### src/rtl/if_stage.sv
// Instruction-fetch stage and IF/ID pipeline register.
// Owns the PC and the req/ack fetch handshake.
//
// Ports:
//   clk, rst_n           clock, synchronous active-low reset
//   pc_write             1 = PC may advance
//   IF_ID_write          1 = IF/ID may load, 0 = hold (stall)
//   flush                redirect to target and kill IF/ID contents
//   pc_source            00 pc+4, 01 branch_target, 10 jump_target, 11 pc+4
//   branch_target        branch destination from decode
//   jump_target          jump destination from decode
//   imem_req/imem_addr   fetch request, address = pc
//   imem_ack/imem_rdata  request accepted, instruction valid same cycle
//   pc                   current fetch PC
//   if_id_instr          IF/ID instruction word
//   if_id_pc_plus4       IF/ID PC+4 of that instruction
//   if_id_valid          IF/ID holds a real instruction
module if_stage #(
    parameter logic [31:0] RESET_PC  = 32'h0000_0000,
    parameter logic [31:0] NOP_INSTR = 32'h0000_0000
) (
    input  logic        clk,
    input  logic        rst_n,
    input  logic        pc_write,
    input  logic        IF_ID_write,
    input  logic        flush,
    input  logic [1:0]  pc_source,
    input  logic [31:0] branch_target,
    input  logic [31:0] jump_target,
    output logic        imem_req,
    output logic [31:0] imem_addr,
    input  logic        imem_ack,
    input  logic [31:0] imem_rdata,
    output logic [31:0] pc,
    output logic [31:0] if_id_instr,
    output logic [31:0] if_id_pc_plus4,
    output logic        if_id_valid
);

    // HOLD: an acked word waits in hold_buf while decode is stalled.
    // DISCARD: a redirect arrived mid-fetch; the old request must
    // still complete, its data is thrown away.
    typedef enum logic [1:0] {
        FETCH   = 2'd0,
        HOLD    = 2'd1,
        DISCARD = 2'd2
    } state_t;

    state_t      state;
    state_t      state_nxt;
    logic [31:0] pc_plus4;
    logic [31:0] target;
    logic [31:0] hold_buf;
    logic [31:0] pending;
    logic        advance;

    assign pc_plus4 = pc + 32'd4;
    assign advance  = IF_ID_write & pc_write;

    always_comb begin
        case (pc_source)
            2'b01:   target = branch_target;
            2'b10:   target = jump_target;
            default: target = pc_plus4;
        endcase
    end

    // State register
    always_ff @(posedge clk) begin
        if (!rst_n) state <= FETCH;
        else        state <= state_nxt;
    end

    // Next-state logic
    always_comb begin
        state_nxt = state;
        unique case (state)
            FETCH: begin
                if (flush)
                    state_nxt = imem_ack ? FETCH : DISCARD;
                else if (imem_ack && !advance)
                    state_nxt = HOLD;
            end
            HOLD: begin
                if (flush || advance) state_nxt = FETCH;
            end
            DISCARD: begin
                if (imem_ack) state_nxt = FETCH;
            end
            default: state_nxt = FETCH;
        endcase
    end

    // Outputs: address is always the current pc, so it stays stable
    // (the stale pc in DISCARD) until the request is acked.
    always_comb begin
        imem_req  = (state != HOLD);
        imem_addr = pc;
    end

    // PC, IF/ID register, hold buffer and pending redirect
    always_ff @(posedge clk) begin
        if (!rst_n) begin
            pc             <= RESET_PC;
            if_id_instr    <= NOP_INSTR;
            if_id_pc_plus4 <= 32'd0;
            if_id_valid    <= 1'b0;
            hold_buf       <= 32'd0;
            pending        <= 32'd0;
        end else begin
            unique case (state)
                FETCH: begin
                    if (flush) begin
                        if_id_instr <= NOP_INSTR;
                        if_id_valid <= 1'b0;
                        if (imem_ack) pc <= target;
                        else          pending <= target;
                    end else if (imem_ack) begin
                        if (advance) begin
                            if_id_instr    <= imem_rdata;
                            if_id_pc_plus4 <= pc_plus4;
                            if_id_valid    <= 1'b1;
                            pc             <= pc_plus4;
                        end else begin
                            hold_buf <= imem_rdata;
                        end
                    end else if (IF_ID_write) begin
                        if_id_instr <= NOP_INSTR;
                        if_id_valid <= 1'b0;
                    end
                end
                HOLD: begin
                    if (flush) begin
                        if_id_instr <= NOP_INSTR;
                        if_id_valid <= 1'b0;
                        pc          <= target;
                    end else if (advance) begin
                        if_id_instr    <= hold_buf;
                        if_id_pc_plus4 <= pc_plus4;
                        if_id_valid    <= 1'b1;
                        pc             <= pc_plus4;
                    end
                end
                DISCARD: begin
                    // A newer redirect overrides the pending one.
                    if (flush) begin
                        if_id_instr <= NOP_INSTR;
                        if_id_valid <= 1'b0;
                        if (imem_ack) pc <= target;
                        else          pending <= target;
                    end else if (imem_ack) begin
                        pc <= pending;
                    end
                end
                default: ;
            endcase
        end
    end

endmodule
### config.mk
export PLATFORM = sky130hd
export DESIGN_NAME = if_stage
export DESIGN_NICKNAME = d
export VERILOG_FILES = /design/src/rtl/if_stage.sv
export SDC_FILE = /design/constraint.sdc
export NUM_CORES = 1
export LEC_CHECK = 0
export CAP_MARGIN = 20
export CORE_MARGIN = 1
export CORE_UTILIZATION = 45
export CTS_CLUSTER_SIZE = 16
export DETAILED_ROUTE_END_ITERATION = 8
export GPL_TIMING_DRIVEN = 0
export MAX_ROUTING_LAYER = met4
export PLACE_DENSITY = 0.77
export REMOVE_ABC_BUFFERS = 1
export SYNTH_ARGS = -nofsm -noshare
export SYNTH_HDL_FRONTEND = slang
export SYNTH_SLANG_ARGS = --single-unit
### constraint.sdc
create_clock -name clk -period 2.5 [get_ports clk]
set_input_delay 0.5 -clock clk [delete_from_list [all_inputs] [get_ports clk]]
set_output_delay 0.5 -clock clk [all_outputs]
set_load 0.05 [all_outputs]
# Word level (Yosys, flattened, before mapping)
# Cells that the tools add are included.
dict set report totals {
  in_bits 104
  out_inout_bits 130
  ff_bits 163
}
dict set report op_classes {
  n_addsub 1
  reduce_logical 14
  muxes 35
  bitwise 4
  eq_ne 17
}
# operator n
set ops {}
lappend ops {{32-bit 2-to-1 mux} 18}
lappend ops {{32-bit one-hot mux with 3 select lines} 2}
lappend ops {{32-bit one-hot mux with 2 select lines} 2}
lappend ops {{32-bit by 3-bit adder with 32-bit output (second input constant)} 1}
lappend ops {{2-bit inequality test (second input constant)} 6}
lappend ops {{3-bit inequality test (second input constant)} 4}
lappend ops {{3-bit AND reduction} 4}
lappend ops {{2-bit 2-to-1 mux} 5}
lappend ops {{4-bit inequality test (second input constant)} 2}
lappend ops {{4-bit AND reduction} 2}
lappend ops {{1-bit 2-to-1 mux} 6}
lappend ops {{2-bit one-hot mux with 3 select lines} 1}
lappend ops {{5-bit AND reduction} 1}
lappend ops {{2-bit by 1-bit equality test with 1-bit output (second input constant)} 2}
lappend ops {{2-bit equality test (second input constant)} 2}
lappend ops {{1-bit inverter} 3}
lappend ops {{1-bit one-hot mux with 3 select lines} 1}
lappend ops {{3-bit nonzero test} 1}
lappend ops {{2-bit logical NOT} 1}
lappend ops {{2-bit by 1-bit inequality test with 1-bit output (second input constant)} 1}
lappend ops {{2-bit nonzero test} 1}
lappend ops {{2-bit OR reduction} 1}
lappend ops {{1-bit AND} 1}
lappend ops {{1-bit logical AND} 1}
lappend ops {{other kinds (2)} 2}

# Depth between registers and ports, before layout
dict set report depth {
  word_depth 6
  depth_mapped 10
}

# Worst setup path before layout
# No wires, ideal clock.
dict set report synth_path {
  path_kind {reg2reg}
  from {register pc[10] (netlist: imem_addr[10])}
  to {register pc[31] (netlist: imem_addr[31])}
  slack_ns -0.323
  arrival_ns 2.705
  setup_ns 0.119
  stages_incl_launch_ff 9
  cell_sequence {dfxtp_1 clkbuf_2 nand4_2 or4_1 buf_2 or3_1 xor2_1 o221ai_1 o221a_1}
}
dict set report synth_between {
  elab_chain_len 5
  word_cells_on_any_way 9
  cone_classes {1 x add/sub; 8 x mux}
}
# item line_no
set synth_lines {}
lappend synth_lines {{start: declaration} 34} ;# output logic [31:0] pc,
lappend synth_lines {{start signal: assignment} 116} ;# if (imem_ack) pc <= target;
lappend synth_lines {{start signal: assignment} 123} ;# pc <= pc_plus4;
lappend synth_lines {{start signal: assignment} 136} ;# pc <= target;
lappend synth_lines {{32-bit by 3-bit adder with 32-bit output (*)} 57} ;# assign pc_plus4 = pc + 32'd4;
lappend synth_lines {{32-bit one-hot mux with 2 select lines / 32-bit 2-to-1 mux (equally long branches)} {61, 119, 137}}
lappend synth_lines {{32-bit 2-to-1 mux, on equally long branches} {116, 149, 118}}
lappend synth_lines {{32-bit 2-to-1 mux, on equally long branches} {146, 113}}
lappend synth_lines {{32-bit one-hot mux with 3 select lines (*)} 111} ;# unique case (state)
# Every way passes the cells marked *; elsewhere a longest branch is shown, timed or not. The select of a mux whose other input is x is not followed.
# A chain may end at the register's enable or synchronous reset.

# Worst setup path in the final report
dict set report layout_path {
  from {register state[0]}
  to {register pc[31] (netlist: imem_addr[31])}
}
dict set report layout_between {
  elab_chain_len 3
  word_cells_on_any_way 8
  cone_classes {4 x eq/ne; 1 x mux; 3 x reduce/logical}
}
# item line_no
set layout_lines {}
lappend layout_lines {{start: declaration} 49} ;# state_t state;
lappend layout_lines {{start signal: assignment} 71} ;# else state <= state_nxt;
lappend layout_lines {{2-bit equality test (tied with other cells)} 111}
lappend layout_lines {{3-bit inequality test (no source line) / 3-bit nonzero test (equally long branches)} -}
lappend layout_lines {{3-bit AND reduction (no source line)} -}
# Several ways; a longest one is shown, not always the timed one.

==> results.toml <==
[synth]
syn_area_per_cell_um2 = 7.93
seq_area_frac_synth_pct = 35.5
synth_area_um2 = 9200
synth_edf_count = 0
synth_ff_type = "dfxtp_1"
async_flop_share_pct = 0
synth_cell_type_count = 59
ys_ff_latch = 163
synthCells = 1160
yosysWarnings = 0

[clock_network]
htreeDepth = 4
clkTransAtPathRegs_ns = 0.07
insertion_delay_ns = 0.44
numCtsBuffers = 17
cts_tree = "built"
postCtsHoldBufs = 0
cts.path.max_buffers = 2
cts_sinks = 163
cts_root_buf = "clkbuf_16"

[critical_path]
crit_path_end_kind = "register"
cp_max_fo = 17
required_ns = 2.82
cp.arrival_ns = 2.77
slowest_stage = "dfxtp_2"
cp_top_family = "compound AO/OA/AOI/OAI gates"
worstSetupPathType = "reg2reg"
startpoint_type = "register"
path_buf_inv = 2
critPathMaxStageDelay_ns = 0.43
crit_chain = "inv_1 -> ha_4 -> nor2b_4 -> nor2_2 -> buf_8 -> a221o_1 -> a21oi_1 -> o221ai_2 -> o221a_1"

[detailed_routing]
drt-initial-drc-count = 1033
ant_nets = 0
vias = 9415
routed_via_density = 6.00
drcViolationCount = 0
wl_per_cell_um = 19.0
wirelength_um = 29900
first_pass_iters = 6

[grt]
first_global_vias = 8619
grt_max_degree = 103
grt_pass1_wl_um = 46700
grtUsageTotal_pct = 28.3
antenna_found_initial = 0
overflow = 0

[timing]
finalSetupViolations = 0
min_period_ns = 2.45
max_freq_ghz = 0.408
whs_ns = 0.387
hold_viol = 0
max_slew_margin_pct = 51.8
finalClockSkew_ns = 0.0134
max_slew.worst_pin.slew_ns = 0.717
slew_violations = 0
rsz0062_at_grt = "yes"
fin_ws_ns = 0.0513
timing.final.crit_share_pct = 97.9

[power_and_ir_drop]
peakVddDrop_v = 0.000437
p_total_w = 0.00789
powerDensity_nw_per_um2 = 629
power_leakage_nw = 4.36

[floorplan]
start_util_pct = 46.7
die_h_um = 145
pin_count = 234
core-area_um2 = 19700
rows = 51
die-area_um2 = 21000
dieWidth_um = 145

[place]
hpwl_um = 19100
pre_cts_ws_ns = -0.917
gp_congestion = 0.878
portBuffers = 233
placed_area_um2 = 11500

[finish]
fillCellCount = 1653
area_growth_pct = 36.3
stdcell_area_um2 = 12500
n_antenna_cell = 0
drive_above_1_share_pct = 10.8
final_net_count = 1402

[worst_hold_path]
hold_class = "in2reg"

[flow_run]
maxCapViolations = 0

[status]
status = "finished clean"
[worst min-delay path, cell delays in order]
cell and delay (ns):
buf_2 0.11, or3_1 0.10, a21boi_0 0.06
[cells by family after synthesis]
| group | count (synthesis) | synth area share [%] |
|---|---|---|
| buffers and inverters | 159 | 8.05 |
| AND/OR/NAND/NOR | 394 | 20.0 |
| AO/OA/AOI/OAI | 400 | 32.0 |
| multiplexers | 3 | 0.326 |
| flip-flops | 163 | 35.5 |
| XOR/XNOR | 34 | 3.24 |
| adder cells (fa/ha/maj) | 7 | 0.952 |
[report_power, final]
part / internal [W] / switching [W]
Sequential: 0.00275 / 0.000207
Combinational: 0.000826 / 0.00131
Clock: 0.00154 / 0.00126
[cells in the mapped netlist (all sizes together) (19+ instances only)]
master	number	area share [%]
or3	39	2.7
a21oi	51	2.8
nor2	53	2.2
nand2	198	8.1
o21ai	56	3.0
a21boi	86	7.0
clkbuf	104	4.3
nand3	21	1.1
xnor2	25	2.4
a22oi	41	3.3
dfxtp	163	35
o211a	24	2.6
buf	49	3.6
a211o	19	1.8
a221oi	29	2.8
[sequential cells by signal (all words and copies together) (netlist names)]
name and cells:
hold_buf 32, if_id_instr 32, if_id_pc_plus4 32, imem_addr 32
pending 32, state 2, if_id_valid 1
[metrics by stage]
stage	TNS [ns]	instances	util, %
floorplan	-115.57	1007	-
global placement	-558.21	1505	56.5
detailed placement	-74.73	1522	58.5
CTS	0	1561	62.7
global route	-0.114	1569	63.6
finish	0	1569	63.6
[routing by layer]
| layer | vias to the layer above | routed length, um | share of wire [%] | global-route usage (%) |
|---|---|---|---|---|
| li1 | 4466 | - | - | - |
| met4 | 0 | 670 | 2.2 | 10.0 |
| met2 | 474 | 14300 | 48 | 45.2 |
| met5 | - | 0 | 0 | - |
| met1 | 4400 | 12700 | 42 | 36.2 |
| met3 | 75 | 2280 | 7.6 | 4.43 |
[cell usage in the layout (no fill, tap or decap), types with 5 or more instances in the layout]
cell,instances
nand2b_1,7
a211o_1,18
dfxtp_4,14
nor2_1,47
a31oi_1,17
and4_1,5
dfxtp_1,145
o221a_2,8
or3_1,38
xnor2_1,25
buf_4,14
nand4_1,15
a21boi_0,83
xor2_1,8
inv_1,6
o211a_1,24
a22oi_1,41
nor3_1,10
a311o_1,5
a221oi_1,29
o21ai_0,54
nand3_1,19
and2_1,8
a211oi_1,9
inv_6,5
clkbuf_16,17
a221o_1,10
a21oi_1,49
nand2_1,197
nor2b_1,8
buf_16,7
clkdlybuf4s50_1,229
nor3_2,6
a22o_1,12
a31o_2,6
[worst paths after layout]
| check | depth (start not counted) | endpoint | from | slack [ns] |
|---|---|---|---|---|
| min | 3 | if_id_instr[21]$_SDFFE_PN0P_ | flush | 0.39 |
| min reg2reg | 2 | pending[27]$_SDFFE_PN0P_ | pending[27]$_SDFFE_PN0P_ | 0.45 |
| max | 9 | imem_addr[31]$_SDFFE_PN0P_ | state[0]$_SDFFE_PN0P_ | 0.05 |
| max reg2reg | 9 | imem_addr[31]$_SDFFE_PN0P_ | state[0]$_SDFFE_PN0P_ | 0.05 |
[cell type report]
type                       instances  area [um2]  share of cell area [%]
clock buffer                      17         425                    3.39
sequential                       163        3320                    26.5
timing repair buffer             264        2790                    22.2
tap                              265         332                    2.64
clock inverter                    15         211                    1.69
inverter                           6        22.5                   0.180
multi-input combinational        839        5440                    43.4
[what timing repair did]
| action | CTS | global route |
|---|---|---|
| buffers inserted | 6 | 8 |
| pin swaps | 5 | 6 |
| endpoints found under the setup margin | 106 | 63 |
| gates resized for setup | 47 | 29 |
| gates cloned | 1 | 0 |
No activity file was read; power rests on OpenSTA's default activity.
